### src/rtl/keypad_pkg.sv
// Shared types and BCD HH:MM validation for the keypad time-entry path.
// Pure declarations; no latency and no backpressure.
package keypad_pkg;

  localparam logic [3:0]  BCD_BLANK         = 4'ha;
  localparam logic [15:0] KEYPAD_BLANK_WORD = 16'haaaa;

  typedef enum logic [2:0] {
    IDLE    = 3'd0,
    COLLECT = 3'd1,
    CHECK   = 3'd2,
    COMMIT  = 3'd3,
    FAIL    = 3'd4
  } state_e;

  typedef enum logic {
    TGT_TIME  = 1'b0,
    TGT_ALARM = 1'b1
  } target_e;

  function automatic logic bcd_hhmm_valid(input logic [15:0] word, input logic mode24);
    logic [3:0] h1;
    logic [3:0] h0;
    logic [3:0] m1;
    logic [3:0] m0;
    logic       ok;
    h1 = word[15:12];
    h0 = word[11:8];
    m1 = word[7:4];
    m0 = word[3:0];
    // Real digits are 0-9, which is exactly "below the blank code".
    ok = (h1 < BCD_BLANK) && (h0 < BCD_BLANK) && (m1 < BCD_BLANK) &&
         (m0 < BCD_BLANK) && (m1 <= 4'd5);
    if (mode24) begin
      ok = ok && (h1 <= 4'd2) && !((h1 == 4'd2) && (h0 > 4'd3));
    end else begin
      ok = ok && (((h1 == 4'd0) && (h0 != 4'd0)) || ((h1 == 4'd1) && (h0 <= 4'd2)));
    end
    return ok;
  endfunction

endpackage

### src/rtl/keypad_time_loader_sync.sv
// Synchronizes the asynchronous keypad shift indication and emits one pulse per rising edge.
// Latency SYNC_STAGES+1 cycles from input rise to digit_evt; no backpressure.
module pulse_sync_edge #(
  parameter int SYNC_STAGES = 2
) (
  input  logic clk,
  input  logic rst_n,
  input  logic async_in,
  output logic digit_evt
);

  logic [SYNC_STAGES-1:0] sync_q;
  logic [SYNC_STAGES-1:0] sync_d;
  logic                   last_q;
  logic                   last_d;
  logic                   evt_q;
  logic                   evt_d;

  always_comb begin
    sync_d = {sync_q[SYNC_STAGES-2:0], async_in};
    last_d = sync_q[SYNC_STAGES-1];
    evt_d  = sync_q[SYNC_STAGES-1] & ~last_q;
  end

  always_ff @(posedge clk or negedge rst_n) begin
    if (!rst_n) begin
      sync_q <= '0;
      last_q <= 1'b0;
      evt_q  <= 1'b0;
    end else begin
      sync_q <= sync_d;
      last_q <= last_d;
      evt_q  <= evt_d;
    end
  end

  assign digit_evt = evt_q;

endmodule

### src/rtl/keypad_time_loader.sv
// Arms the keypad, counts four digits, validates HH:MM and commits it to the clock or alarm.
// Strobe 2 cycles after the 4th digit event; requests while busy are dropped, never queued.
module keypad_time_loader import keypad_pkg::*; #(
  parameter int HOUR_MODE_24   = 1,
  parameter int TIMEOUT_CYCLES = 50_000_000,
  parameter int SYNC_STAGES    = 2
) (
  input  logic        clk,
  input  logic        reset_n,
  input  logic [15:0] keypad_values,
  input  logic        shift_pulse,
  input  logic        load_time_req,
  input  logic        load_alarm_req,
  input  logic        cancel,
  output logic        reset_shift,
  output logic        time_load,
  output logic        alarm_load,
  output logic [15:0] load_value,
  output logic        entry_error,
  output logic        busy,
  output logic [2:0]  digit_count
);

  localparam int             TW         = $clog2(TIMEOUT_CYCLES);
  localparam logic [TW-1:0]  TIMER_LAST = TW'(TIMEOUT_CYCLES - 2);

  logic rst_meta_q;
  logic rst_sync_q;

  // Reset asserts immediately but releases on a clock edge.
  always_ff @(posedge clk or negedge reset_n) begin
    if (!reset_n) begin
      rst_meta_q <= 1'b0;
      rst_sync_q <= 1'b0;
    end else begin
      rst_meta_q <= 1'b1;
      rst_sync_q <= rst_meta_q;
    end
  end

  logic digit_evt;

  pulse_sync_edge #(
    .SYNC_STAGES(SYNC_STAGES)
  ) u_sync (
    .clk      (clk),
    .rst_n    (rst_sync_q),
    .async_in (shift_pulse),
    .digit_evt(digit_evt)
  );

  state_e        state_q,       state_d;
  target_e       target_q,      target_d;
  logic [2:0]    count_q,       count_d;
  logic [TW-1:0] timer_q,       timer_d;
  logic [15:0]   load_value_q,  load_value_d;
  logic          reset_shift_q, reset_shift_d;
  logic          time_load_q,   time_load_d;
  logic          alarm_load_q,  alarm_load_d;
  logic          entry_error_q, entry_error_d;
  logic          word_ok;

  assign word_ok = bcd_hhmm_valid(keypad_values, HOUR_MODE_24 != 0);

  // Pulse outputs are registered on entry to the state that owns them,
  // so the strobe and load_value change together.
  always_comb begin
    state_d       = state_q;
    target_d      = target_q;
    count_d       = count_q;
    timer_d       = timer_q;
    load_value_d  = load_value_q;
    reset_shift_d = 1'b0;
    time_load_d   = 1'b0;
    alarm_load_d  = 1'b0;
    entry_error_d = 1'b0;
    case (state_q)
      IDLE: begin
        if (load_time_req || load_alarm_req) begin
          target_d      = load_time_req ? TGT_TIME : TGT_ALARM;
          reset_shift_d = 1'b1;
          count_d       = 3'd0;
          timer_d       = '0;
          state_d       = COLLECT;
        end
      end
      COLLECT: begin
        if (cancel) begin
          reset_shift_d = 1'b1;
          state_d       = IDLE;
        end else if (digit_evt) begin
          timer_d = '0;
          count_d = (count_q >= 3'd4) ? 3'd4 : count_q + 3'd1;
          if (count_q >= 3'd3) begin
            state_d = CHECK;
          end
        end else if (timer_q == TIMER_LAST) begin
          entry_error_d = 1'b1;
          reset_shift_d = 1'b1;
          state_d       = FAIL;
        end else begin
          timer_d = timer_q + 1'b1;
        end
      end
      CHECK: begin
        reset_shift_d = 1'b1;
        if (word_ok) begin
          load_value_d = keypad_values;
          time_load_d  = (target_q == TGT_TIME);
          alarm_load_d = (target_q == TGT_ALARM);
          state_d      = COMMIT;
        end else begin
          entry_error_d = 1'b1;
          state_d       = FAIL;
        end
      end
      COMMIT:  state_d = IDLE;
      FAIL:    state_d = IDLE;
      default: state_d = IDLE;
    endcase
  end

  always_ff @(posedge clk or negedge rst_sync_q) begin
    if (!rst_sync_q) begin
      state_q       <= IDLE;
      target_q      <= TGT_TIME;
      count_q       <= 3'd0;
      timer_q       <= '0;
      load_value_q  <= 16'h0000;
      reset_shift_q <= 1'b0;
      time_load_q   <= 1'b0;
      alarm_load_q  <= 1'b0;
      entry_error_q <= 1'b0;
    end else begin
      state_q       <= state_d;
      target_q      <= target_d;
      count_q       <= count_d;
      timer_q       <= timer_d;
      load_value_q  <= load_value_d;
      reset_shift_q <= reset_shift_d;
      time_load_q   <= time_load_d;
      alarm_load_q  <= alarm_load_d;
      entry_error_q <= entry_error_d;
    end
  end

  assign reset_shift = reset_shift_q;
  assign time_load   = time_load_q;
  assign alarm_load  = alarm_load_q;
  assign load_value  = load_value_q;
  assign entry_error = entry_error_q;
  assign busy        = (state_q != IDLE);
  assign digit_count = count_q;

endmodule

### config.mk
export PLATFORM = sky130hd
export DESIGN_NAME = keypad_time_loader
export DESIGN_NICKNAME = d
export VERILOG_FILES = /design/src/rtl/keypad_pkg.sv /design/src/rtl/keypad_time_loader_sync.sv /design/src/rtl/keypad_time_loader.sv
export SDC_FILE = /design/constraint.sdc
export NUM_CORES = 1
export LEC_CHECK = 0
export CORE_UTILIZATION = 56
export CTS_BUF_LIST = sky130_fd_sc_hd__clkbuf_2 sky130_fd_sc_hd__clkbuf_4 sky130_fd_sc_hd__clkbuf_8
export DETAILED_ROUTE_END_ITERATION = 8
export GPL_TIMING_DRIVEN = 0
export PLACE_DENSITY = 0.83
export REMOVE_ABC_BUFFERS = 1
export SLEW_MARGIN = 10
export SYNTH_ARGS = -nofsm -noshare
export SYNTH_HDL_FRONTEND = slang
export SYNTH_HIERARCHICAL = 1
export SYNTH_SLANG_ARGS = --single-unit
export TNS_END_PERCENT = 30
### constraint.sdc
create_clock -name clk -period 2.4 [get_ports clk]
set_input_delay 0.48 -clock clk [delete_from_list [all_inputs] [get_ports clk]]
set_output_delay 0.48 -clock clk [all_outputs]
set_load 0.005 [all_outputs]
==> results of run 1 <==
[report_power, final]
part / leakage (nW) / switching (mW) / internal (mW)
combinational: 0.655 / 0.362 / 0.268
clock: 0.108 / 0.397 / 0.612
sequential: 0.799 / 0.106 / 1.07
[cells by family (layout without fill, tap and decap cells)]
family / after synthesis / count (layout) / share of synthesized area, %
AND/OR/NAND/NOR: 114 / 114 / 23.6
AO/OA/AOI/OAI: 70 / 70 / 15.9
flip-flops: 59 / 59 / 50.1
buffers and inverters: 19 / 75 / 3.22
multiplexers: 13 / 13 / 4.96
adder cells (fa/ha/maj): 5 / 5 / 2.12
other: 1 / 1 / 0.127
[per-layer routing]
layer  routed length [µm]  vias to the layer above  GRT usage (%)
met5                    0                        -              0
met4                   99                        0           11.9
met3                  567                       12           10.0
li1                     -                     1166              -
met1                 2810                     1175           32.3
met2                 3290                       99           44.1
[final timing paths]
path                                             from                    endpoint  slack (ns)  cells after the start
hold / removal                   rst_sync_q$_DFF_PN0_   load_value[9]$_DFFE_PN0P_        0.28                      0
max in group asynchronous        rst_sync_q$_DFF_PN0_  load_value[15]$_DFFE_PN0P_        1.54                      1
setup reg to reg               timer_q[0]$_DFFE_PN0P_     timer_q[22]$_DFFE_PN0P_        0.17                      7
min in group clk           u_sync/sync_q[0]$_DFF_PN0_  u_sync/sync_q[1]$_DFF_PN0_        0.35                      0
hold reg to reg                  rst_sync_q$_DFF_PN0_   load_value[9]$_DFFE_PN0P_        0.28                      0
setup / recovery               state_q[0]$_DFFE_PN0P_                        busy        0.14                      3
[repair_timing]
action | 4_1_cts | 5_1_grt
buffers inserted | 1 | 0
endpoints found under the hold margin | 0 | 0
endpoints found under the setup margin | 12 | 6
pin swaps | 0 | 1
gates resized for setup | 1 | 0
[flip-flops by register name, indices dropped and copies added, names as in the netlist]
| name | count |
|---|---|
| load_value | 16 |
| target_q | 1 |
| time_load | 1 |
| alarm_load | 1 |
| u_sync/sync_q | 2 |
| rst_sync_q | 1 |
| rst_meta_q | 1 |
| digit_count | 3 |
| u_sync/last_q | 1 |
| reset_shift | 1 |
| timer_q | 26 |
| entry_error | 1 |
| u_sync/digit_evt | 1 |
| state_q | 3 |
[synthesized netlist by cell type, drive strengths merged (2+ instances only)]
cell type  number
a21oi          14
a22o            2
a31oi           3
a41oi           2
and4            3
buf             4
clkbuf          3
dfrtp          59
ha              5
inv            12
mux2           13
nand2          30
nand2b          2
nand3          15
nand4           6
nor2           18
nor2b           4
nor3           10
nor4            5
nor4b           3
o211ai          5
o21ai          18
o22ai           2
o311a           2
o311ai          4
o31ai          11
or2             2
or3             5
or4             6
[per-stage QoR]
| stage | utilization, % | TNS, ns | cell area, µm² | cells | worst slack [ns] |
|---|---|---|---|---|---|
| after floorplan | - | 0 | 2900 | 274 | 0.210 |
| after global placement | 67.7 | -8.81 | 3440 | 389 | -0.542 |
| after detailed placement | 68.1 | -9.01 | 3460 | 390 | -0.604 |
| after CTS | 72.9 | 0 | 3700 | 407 | 0.0444 |
| after global routing | 73.1 | 0 | 3710 | 407 | 0.0114 |
| final | 73.1 | 0 | 3710 | 407 | 0.141 |
[area by class of cell]
type	count	area (µm²)	area share, %
sequential	59	1480	39.8
multi-input combinational	203	1400	37.6
clock buffer	10	138	3.71
inverter	12	45.0	1.21
timing repair buffer	47	478	12.9
clock inverter	6	88.8	2.39
tap	70	87.6	2.36
==> out/qor.txt, run 1 <==
status - complete, no violations
Post-Syn Area per Cell - 10.5 µm²
Arr. time, crit path - 1.78 ns
DRT iter0 DRCs - 138
number of flops mapped to enable cells by yosys - 0
Total Power - 2.82 mW
fill count - 380
H-tree depth - 3
number of distinct library cells after synthesis - 60
Buf/Inv on CP - 2
Total GRT Usage - 27.1%
clock sinks - 59
layout cells sized above 1 - 15.4%
top cells by area, synth - dfrtp_1 50%, mux2_2 5.0%, nand2_1 3.8%, o21ai_0 3.1%, o31ai_1 2.8%
RD Place Congestion - 0.888
clk_skew - 0.00703 ns
pin count of the biggest net entering global routing - 34
antenna violations before repair - 0
global-route wire length before repair - 11000 µm
min cycle time layout - 2.26 ns
worst path required time - 1.92 ns
CP endpoint kind - output port
Max-slew headroom - 47.7%
PD cells - 759 nW/µm²
final net count - 359
CP max stage delay - 0.51 ns
Final ANT Viol Nets - 0
mapped cell area - 2950 µm²
worst hold slack - 0.278 ns
worst min path class - reg2async
die height - 74.6 µm
Starting Density - 58.1%
Worst setup SP type - flop
Synth async-reset ratio - 100%
DIE AREA - 5560 µm²
register bit count reported by yosys - 59
post-synthesis sequential area ratio - 50.1%
Yosys Warn Count - 6
Post-Synthesis Cells - 281
CORE AREA - 5070 µm²
# hold bufs at CTS - 0
TritonCTS clock tree - built
Slew @ Worst Pin - 0.783 ns
Ports - 46
number of global-route vias before repair - 2406
leading area contributor after synthesis - dfrtp_1
final critical-path share of the clock period - 94.1%
CTS root buf - clkbuf_8
Layout area overhead - 25.8%
Clock Path Buffers - 2
Fin. Hold Viols - 0
hpwl dp - 4700 µm
vias - 2452
critical-path cell list - nor3_1 -> inv_1 -> clkdlybuf4s50_1
max frequency - 443 MHz
count of input and output buffers - 45
latest clock arrival within the worst-skew pair - 0.34 ns
clk slew on worst S/H paths - 0.07 ns
total CTS buffers - 9
VDD IR max - 0.530 mV
area share of the largest cell type after synthesis - 50.1%
Final Max Tran Viols - 0
commonest non-fill, non-tap cell in the layout - dfrtp_1
CP Max Fanout - 11
Initial DRT Pass Iterations - 5
vias per cell - 6.02
DRC - 0
Leak - 1.56 nW
final WL - 6780 µm
ant diodes - 0
CP top delay family - buffers and inverters
Routed WL per cell - 16.6 µm
Setup-failing EPs final - 0
max-cap violations - 0
grt ovf - 0
cell row count - 26
main flop type after synthesis - dfrtp_1
CP max-delay cell - dfrtp_1
WS Path Type - reg2out
RSZ-0062 raised after global routing - false
most frequent cells in the layout - 58 x dfrtp_1, 45 x clkdlybuf4s50_1, 30 x nand2_1
Die Width - 74.6 µm
(Power assumes the default switching activity.)
==> inputs of run 2 (changes only) <==
CORE_UTILIZATION = 50   (was 56)
PLACE_DENSITY = 0.78   (was 0.83)
clock period = 1.9 ns   (was 2.4 ns; I/O delays follow)
==> run 2 against run 1 <==
  * The flow now finishes with violations (setup timing)
  * Critical path depth rose by 3
  * Sequential power rose by 29%
  * Worst hold slack got worse by 0.077 ns
  * Via count rose by 5.8%
  * Count of clock-buffer cells in the layout rose by 1
  * Critical endpoint is now timer_q[22]$_DFFE_PN0P_
==> out/qor.txt, run 2 (same netlist as run 1, synthesis figures left out) <==
total CTS buffers - 9 (unchanged)
layout cells sized above 1 - 28.0% (was 15.4%)
CP endpoint kind - flop (was output port)
clock sinks - 59 (unchanged)
Clock power frac - 30.7% (was 35.8%)
Ports - 46 (unchanged)
Routed WL per cell - 18.1 µm (was 16.6 µm)
max-cap violations - 0 (unchanged)
Int Power - 2.53 mW (was 1.95 mW)
Worst setup SP type - flop (unchanged)
Placed Cells - 391 (was 390)
Final Max Tran Viols - 0 (unchanged)
DRT iter0 DRCs - 258 (was 138)
Clock Path Buffers - 2 (unchanged)
Total GRT Usage - 25.1% (was 27.1%)
max frequency - 496 MHz
status - complete, but fails checks (was complete, no violations)
Fin. Hold Viols - 0 (unchanged)
Leak - 1.71 nW (was 1.56 nW)
DIE AREA - 6210 µm² (was 5560 µm²)
CORE AREA - 5610 µm² (was 5070 µm²)
CTS root buf - clkbuf_8 (unchanged)
Sw Ratio - 32.8% (was 30.7%)
commonest non-fill, non-tap cell in the layout - dfrtp_1 (unchanged)
Arr. time, crit path - 2.28 ns (was 1.78 ns)
worst path required time - 2.17 ns (was 1.92 ns)
VDD IR max - 0.715 mV (was 0.530 mV)
WS Path Type - reg2reg (was reg2out)
Layout Utilization - 71.4% (was 73.1%)
setup ws final - -0.115 ns (was 0.141 ns)
most frequent cells in the layout - 50 x dfrtp_1, 45 x clkdlybuf4s50_1, 28 x nand2_1 (was 58 x dfrtp_1, 45 x clkdlybuf4s50_1, 30 x nand2_1)
min cycle time layout - 2.01 ns
Slew @ Worst Pin - 0.752 ns (was 0.783 ns)
Final ANT Viol Nets - 0 (unchanged)
max reg flops - 26 (unchanged)
Largest Register - timer_q (unchanged)
Flop pwr share - 40.3% (was 41.8%)
Setup-failing EPs final - 8 (was 0)
vias - 2595 (was 2452)
grt ovf - 0 (unchanged)
H-tree depth - 3 (unchanged)
pin count of the biggest net entering global routing - 58 (was 34)
PD cells - 940 nW/µm² (was 759 nW/µm²)
TritonCTS clock tree - built (unchanged)
area taken by multi-input logic gates - 1540 µm² (was 1400 µm²)
final WL - 7750 µm (was 6780 µm)
die height - 78.8 µm (was 74.6 µm)
Max-slew headroom - 49.9% (was 47.7%)
failing checks - setup timing
hpwl dp - 4530 µm (was 4700 µm)
final non-filler cell total - 429 (was 407)
Comb power frac - 29.0% (was 22.4%)
fill count - 404 (was 380)
dpl ws - -1.09 ns (was -0.604 ns)
Starting Density - 52.6% (was 58.1%)
RSZ-0062 raised after global routing - true (was false)
Die Width - 78.8 µm (was 74.6 µm)
# hold bufs at CTS - 0 (unchanged)
RD Place Congestion - 0.839 (was 0.888)
worst min path class - in2async (was reg2async)
worst hold slack - 0.201 ns (was 0.278 ns)
ant diodes - 0 (unchanged)
CP Max Fanout - 4 (was 11)
clk slew on worst S/H paths - 0.07 ns (about the same)
Initial DRT Pass Iterations - 5 (unchanged)
number of global-route vias before repair - 2574 (was 2406)
vias per cell - 6.05 (was 6.02)
final net count - 379 (was 359)
clk_skew - 0.00645 ns (was 0.00703 ns)
final critical-path share of the clock period - 106%
Total Power - 3.77 mW (was 2.82 mW)
antenna violations before repair - 0 (unchanged)
DRC - 0 (unchanged)
latest clock arrival within the worst-skew pair - 0.34 ns (about the same)
Reg area - 1490 µm² (was 1480 µm²)
Layout area overhead - 35.9% (was 25.8%)
cell row count - 27 (was 26)
net load switching power - 1.24 mW (was 0.866 mW)
count of input and output buffers - 45 (unchanged)
global-route wire length before repair - 11900 µm (was 11000 µm)
==> run 2: cell count changes in the layout (fill, tap and decap cells not counted), moves of 3 or more <==
| cell | before | now |
|---|---|---|
| o21ai_1 | 0 | 4 |
| dfrtp_1 | 58 | 50 |
| o311ai_0 | 3 | 0 |
| o21ai_0 | 18 | 14 |
| buf_4 | 1 | 19 |
| dfrtp_2 | 1 | 8 |
| nor3_4 | 1 | 4 |
==> run 2: path summary, 6_finish.rpt <==
check,startpoint,end,slack (ns),depth (start not counted)
max reg2reg,timer_q[1]$_DFFE_PN0P_,timer_q[22]$_DFFE_PN0P_,-0.11,6
max,timer_q[1]$_DFFE_PN0P_,timer_q[22]$_DFFE_PN0P_,-0.11,6
min,reset_n,rst_sync_q$_DFF_PN0_,0.20,1
min reg2reg,rst_meta_q$_DFF_PN0_,rst_sync_q$_DFF_PN0_,0.35,0
max in group asynchronous,rst_sync_q$_DFF_PN0_,timer_q[12]$_DFFE_PN0P_,0.96,0
min in group clk,rst_meta_q$_DFF_PN0_,rst_sync_q$_DFF_PN0_,0.35,0
==> run 2: layout make-up <==
class                      instances  area share [%]
multi-input combinational        203            38.4
sequential                        59            37.2
timing repair buffer              67            16.1
clock buffer                      11            3.62
tap                               72            2.25
clock inverter                     5            1.31
inverter                          12            1.12
==> run 2: repair_timing <==
action	4_1_cts	5_1_grt
pin swaps	4	7
buffers inserted	10	12
hold endpoints to repair	0	0
gates resized for setup	16	31
setup endpoints to repair	49	20
==> run 2: layer usage <==
layer	vias up	share of wire [%]	track usage [%]
li1	1197	-	-
met1	1280	42	31.7
met2	100	49	39.2
met3	18	6.2	6.21
met4	0	2.4	14.6
met5	-	0	0
==> run 2: stage by stage <==
| step | cell area [µm²] | TNS [ns] |
|---|---|---|
| final | 4010 | -0.387 |
| after global routing | 4010 | -1.34 |
| after CTS | 3810 | -0.189 |
| after detailed placement | 3440 | -29.37 |
| after global placement | 3440 | -58.38 |
| after floorplan | 2900 | -0.723 |
==> run 2: worst max-delay path: stages, from the launching register on <==
cell and delay, ns:
dfrtp_1 0.43, ha_4 0.16, nand4_1 0.22, nor4_4 0.42, nand3_2 0.16, or4_4 0.44
a21oi_2 0.12
==> run 2: power by group through the flow <==
stage / Clock (mW) / Combinational (mW) / Sequential [mW]
5_1_grt: 1.21 / 1.17 / 1.54
6_report: 1.16 / 1.09 / 1.52
2_1_floorplan: 0 / 0.421 / 1.49
4_1_cts: 1.16 / 0.836 / 1.50
3_3_place_gp: 0 / 0.724 / 1.51
3_5_place_dp: 0 / 0.751 / 1.51
==> inputs of run 3 (changes only) <==
CORE_UTILIZATION = 60   (was 50)
PLACE_DENSITY = 0.88   (was 0.78)
RECOVER_POWER = 25   (was default)
TNS_END_PERCENT = default   (was 30)
clock period = 2.4 ns   (was 1.9 ns; I/O delays follow)
==> run 3 against run 2 <==
  * Critical path type is now reg2out
  * The flow now finishes without violations
  * Routed wire length down 12%
  * Register-to-register slack better by 0.31 ns
  * Combinational power down 42%
  * Sequential power down 22%
  * Critical path depth down 3
  * Non-clock buffer count down 20
  * Via count down 4.8%
==> out/qor.txt, run 3 (same netlist as run 1, synthesis figures left out) <==
number of global-route vias before repair - 2534 (was 2574)
grt ovf - 0 (unchanged)
Final ANT Viol Nets - 0 (unchanged)
CP Max Fanout - 11 (was 4)
DRT iter0 DRCs - 232 (was 258)
Sw Ratio - 30.8% (was 32.8%)
VDD IR max - 0.553 mV (was 0.715 mV)
max reg flops - 26 (unchanged)
PD cells - 762 nW/µm² (was 940 nW/µm²)
Layout Utilization - 77.8% (was 71.4%)
RSZ-0062 raised after global routing - false (was true)
status - complete, no violations (was complete, but fails checks)
CORE AREA - 4720 µm² (was 5610 µm²)
Largest Register - timer_q (unchanged)
Starting Density - 62.4% (was 52.6%)
reg2reg start - timer_q[0]$_DFFE_PN0P_ (was timer_q[1]$_DFFE_PN0P_)
Fin. Hold Viols - 0 (unchanged)
Hold Path Depth - 0
Clock power frac - 35.4% (was 30.7%)
most frequent cells in the layout - 59 x dfrtp_1, 43 x clkdlybuf4s50_1, 30 x nand2_1 (was 50 x dfrtp_1, 45 x clkdlybuf4s50_1, 28 x nand2_1)
WS Path Type - reg2out (was reg2reg)
ant diodes - 0 (unchanged)
clk_skew - 0.00747 ns (was 0.00645 ns)
Comb power frac - 22.7% (was 29.0%)
total CTS buffers - 9 (unchanged)
Flop pwr share - 42.0% (was 40.3%)
Int Power - 1.94 mW (was 2.53 mW)
Routed WL per cell - 16.8 µm (was 18.1 µm)
hold path startpoint - u_sync/sync_q[0]$_DFF_PN0_
setup_tns - 0 ns (was -0.387 ns)
global-route wire length before repair - 11400 µm (was 11900 µm)
Clock Path Buffers - 2 (unchanged)
CTS root buf - clkbuf_8 (unchanged)
Max-slew headroom - 32.0% (was 49.9%)
Final Max Tran Viols - 0 (unchanged)
latest clock arrival within the worst-skew pair - 0.34 ns (about the same)
worst path required time - 1.92 ns (was 2.17 ns)
final critical-path share of the clock period - 96.1%
vias - 2470 (was 2595)
RD Place Congestion - 0.867 (was 0.839)
Area after DPL - 3450 µm² (was 3440 µm²)
worst min path class - reg2reg (was in2async)
vias per cell - 6.11 (was 6.05)
clk slew on worst S/H paths - 0.06 ns (was 0.07 ns)
max frequency - 433 MHz
H-tree depth - 3 (unchanged)
Die Width - 72.1 µm (was 78.8 µm)
Layout area overhead - 24.7% (was 35.9%)
final WL - 6810 µm (was 7750 µm)
hpwl dp - 4690 µm (was 4530 µm)
min cycle time layout - 2.31 ns
Leak - 1.56 nW (was 1.71 nW)
count of input and output buffers - 45 (unchanged)
max-cap violations - 0 (unchanged)
Initial DRT Pass Iterations - 4 (was 5)
layout cells sized above 1 - 15.1% (was 28.0%)
DRC - 0 (unchanged)
antenna violations before repair - 0 (unchanged)
reg2reg path depth - 7 (was 6)
cell area after layout - 3680 µm² (was 4010 µm²)
Setup-failing EPs final - 0 (was 8)
Arr. time, crit path - 1.83 ns (was 2.28 ns)
Hold Path End - u_sync/sync_q[1]$_DFF_PN0_
Worst setup SP type - flop (unchanged)
commonest non-fill, non-tap cell in the layout - dfrtp_1 (unchanged)
Total GRT Usage - 28.9% (was 25.1%)
DIE AREA - 5200 µm² (was 6210 µm²)
r2r endpoint - timer_q[5]$_DFFE_PN0P_ (was timer_q[22]$_DFFE_PN0P_)
die height - 72.1 µm (was 78.8 µm)
net load switching power - 0.862 mW (was 1.24 mW)
Slew @ Worst Pin - 1.02 ns (was 0.752 ns)
clock sinks - 59 (unchanged)
cell row count - 25 (was 27)
TritonCTS clock tree - built (unchanged)
final net count - 359 (was 379)
CP endpoint kind - output port (was flop)
pin count of the biggest net entering global routing - 34 (was 58)
Ports - 46 (unchanged)
Worst R2R Setup Slack - 0.20 ns (was -0.11 ns)
## run 3: changes by cell type in the layout (fill, tap and decap cells not counted), moves of 3 or more
cell / change
buf_4: -18
dfrtp_1: +9
dfrtp_2: -8
o21ai_0: +4
o21ai_1: -4
nor3_4: -3
o311ai_0: +3
## run 3: through the flow
stage	hold slack (ns)	power, mW	setup WS, ns	instances
detailed placement	0.288	1.79	-0.549	387
finish	0.358	2.80	0.0931	404
global route	0.366	2.93	0.0196	404
CTS	0.290	2.82	0.0773	404
floorplan	0.184	1.51	0.210	274
global placement	0.334	1.76	-0.509	386
## run 3: critical path, cell delays in order (launching register included)
cell,delay [ns]
dfrtp_1,0.51
nor3_1,0.39
inv_1,0.12
clkdlybuf4s50_1,0.46
## run 3: area by class of cell
class	count	area (µm²)
sequential	59	1480
multi-input combinational	203	1390
fill	306	1050
timing repair buffer	47	463
clock buffer	11	139
tap	67	83.8
clock inverter	5	77.6
inverter	12	45.0
## run 3: what timing repair did
action	in CTS	in global routing
endpoints found under the setup margin	15	7
buffers inserted	1	0
pin swaps	0	1
hold buffers	0	0
resized for setup	2	0
## run 3: how the worst max path moves through the flow
| stage | startpoint | end | slack (ns) |
|---|---|---|---|
| final | state_q[0]$_DFFE_PN0P_ | busy | 0.09 |
| after global routing | keypad_values[13] | load_value[6]$_DFFE_PN0P_ | 0.02 |
| after CTS | state_q[0]$_DFFE_PN0P_ | busy | 0.08 |
| after detailed placement | state_q[0]$_DFFE_PN0P_ | timer_q[15]$_DFFE_PN0P_ | -0.55 |
| after global placement | state_q[0]$_DFFE_PN0P_ | timer_q[17]$_DFFE_PN0P_ | -0.51 |
| after floorplan | state_q[1]$_DFFE_PN0P_ | timer_q[17]$_DFFE_PN0P_ | 0.21 |
## run 3: per-layer routing
layer  wire length [µm]  track usage [%]
met2               3310             45.9
met1               2820             34.8
met3                519             8.06
met5                  0                0
met4                156             18.1
## run 3: power groups by stage
stage	Combinational, mW	Sequential, mW	Clock, mW
floorplan	0.333	1.18	0
global placement	0.567	1.19	0
detailed placement	0.603	1.19	0
CTS	0.636	1.18	1.00
global route	0.696	1.19	1.04
finish	0.635	1.18	0.991
==> edit (config.mk and constraints of run 2) <==
Take the reset off `load_value_q` and load it in a clocked block of its own.
--- a/src/rtl/keypad_time_loader.sv
+++ b/src/rtl/keypad_time_loader.sv
@@ -126,7 +126,6 @@
       target_q      <= TGT_TIME;
       count_q       <= 3'd0;
       timer_q       <= '0;
-      load_value_q  <= 16'h0000;
       reset_shift_q <= 1'b0;
       time_load_q   <= 1'b0;
       alarm_load_q  <= 1'b0;
@@ -136,12 +135,15 @@
       target_q      <= target_d;
       count_q       <= count_d;
       timer_q       <= timer_d;
-      load_value_q  <= load_value_d;
       reset_shift_q <= reset_shift_d;
       time_load_q   <= time_load_d;
       alarm_load_q  <= alarm_load_d;
       entry_error_q <= entry_error_d;
     end
+  end
+
+  always_ff @(posedge clk) begin
+    load_value_q <= load_value_d;
   end
 
   assign reset_shift = reset_shift_q;
Function: no difference found for any inputs over 10 cycles, from zero or initial values and one cycle with reset_n low; that may be too few to reach the edited logic, so the function may still have changed.
==> edit against run 2 <==
The flow still finishes with violations (setup timing); maximum frequency increased by 3.2%; clock skew increased by 0.0049 ns; worst setup slack improved by 0.062 ns; wire length decreased by 9.9%; largest cell class is now sequential cells; worst hold slack got worse by 0.0068 ns; synthesized area decreased by 6.7%; largest power group unchanged; final area decreased by 4.4%; critical path depth unchanged; sequential cell count unchanged; highest routed layer unchanged; total power decreased by 1.9%.
==> edit: results <==
export IMPL_nNetsFinal=353
export IMPL_routed_via_density=6.00
export IMPL_hpwl_um=4150
export IMPL_wl_met3_um=488
export IMPL_routed_wl_um=6980
export IMPL_swShare_pct=31.8
export IMPL_synth_fa_ha_area_share_pct=2.27
export IMPL_drive_gt1_share_pct=23.6
export IMPL_gp_congestion=0.842
export IMPL_reg2reg_from="timer_q[4]"
export IMPL_grt_pass1_wl_um=10500
export IMPL_gr_usage_met2_pct=39.5
export IMPL_wl_met1_um=2830
export IMPL_dr_pass1_iters=6
export IMPL_synth_seq_area_share_pct=56.6
export IMPL_synth_area_leaders="dfrtp_1, edfxtp_1, o21ai_0"
export IMPL_setup_tns_ns=-0.0850
export IMPL_grt_max_degree=24
export IMPL_powerDensity_nw_per_um2=965
export IMPL_use_met1_pct=28.4
export IMPL_finClkSkew_ns=0.0114
export IMPL_setup_violations=2
export IMPL_peakVddDrop_uv=766
export IMPL_fin_ws_ns=-0.0524
export IMPL_synthDistinctLibCells=47
export IMPL_outcome="finished with violations"
export IMPL_gr_usage_met3_pct=6.11
export IMPL_post_cts_buffers=12
export IMPL_fin_hold_ws_ns=0.194
export IMPL_place_area_um2=3280
export IMPL_dp_slack_ns=-0.884
export IMPL_cp_arrival_ns=2.23
export IMPL_avgRoutedWirePerCell_um=17.4
export IMPL_place_inst=362
export IMPL_detailroute_wirelength_met2_um=3460
export IMPL_cts_resized=21
export IMPL_synth_mux_area_fraction_pct=0.364
export IMPL_synth_xor_area_share_pct=2.55
export IMPL_leakagePower_nw=1.53
export IMPL_violations="setup timing"
export IMPL_reg2reg_to="timer_q[25]"
-- edit: worst min path at each step --
stage                           from  cells past startpoint                to
floorplan                    reset_n                      0        rst_meta_q
global placement    u_sync/sync_q[0]                      0  u_sync/sync_q[1]
detailed placement        rst_sync_q                      0  u_sync/sync_q[0]
CTS                          reset_n                      1        rst_meta_q
global route                 reset_n                      1        rst_sync_q
finish                       reset_n                      1        rst_sync_q
-- edit: final cells by class --
class | instances | area (um2)
Inverter | 8 | 30.0
Sequential cell | 59 | 1560
Timing Repair Buffer | 70 | 673
Clock buffer | 9 | 124
Clock inverter | 7 | 75.1
Tap cell | 70 | 87.6
Fill cell | 348 | 1380
Multi-Input combinational cell | 178 | 1270
-- edit: critical path: cells and delay by family (launching register included) --
| family | cells | cell delay (ns) |
|---|---|---|
| AOI/OAI and AO/OA | 1 | 0.15 |
| buffers and inverters | 1 | 0.23 |
| and+or+nand+nor | 4 | 1.02 |
| DFF | 1 | 0.48 |
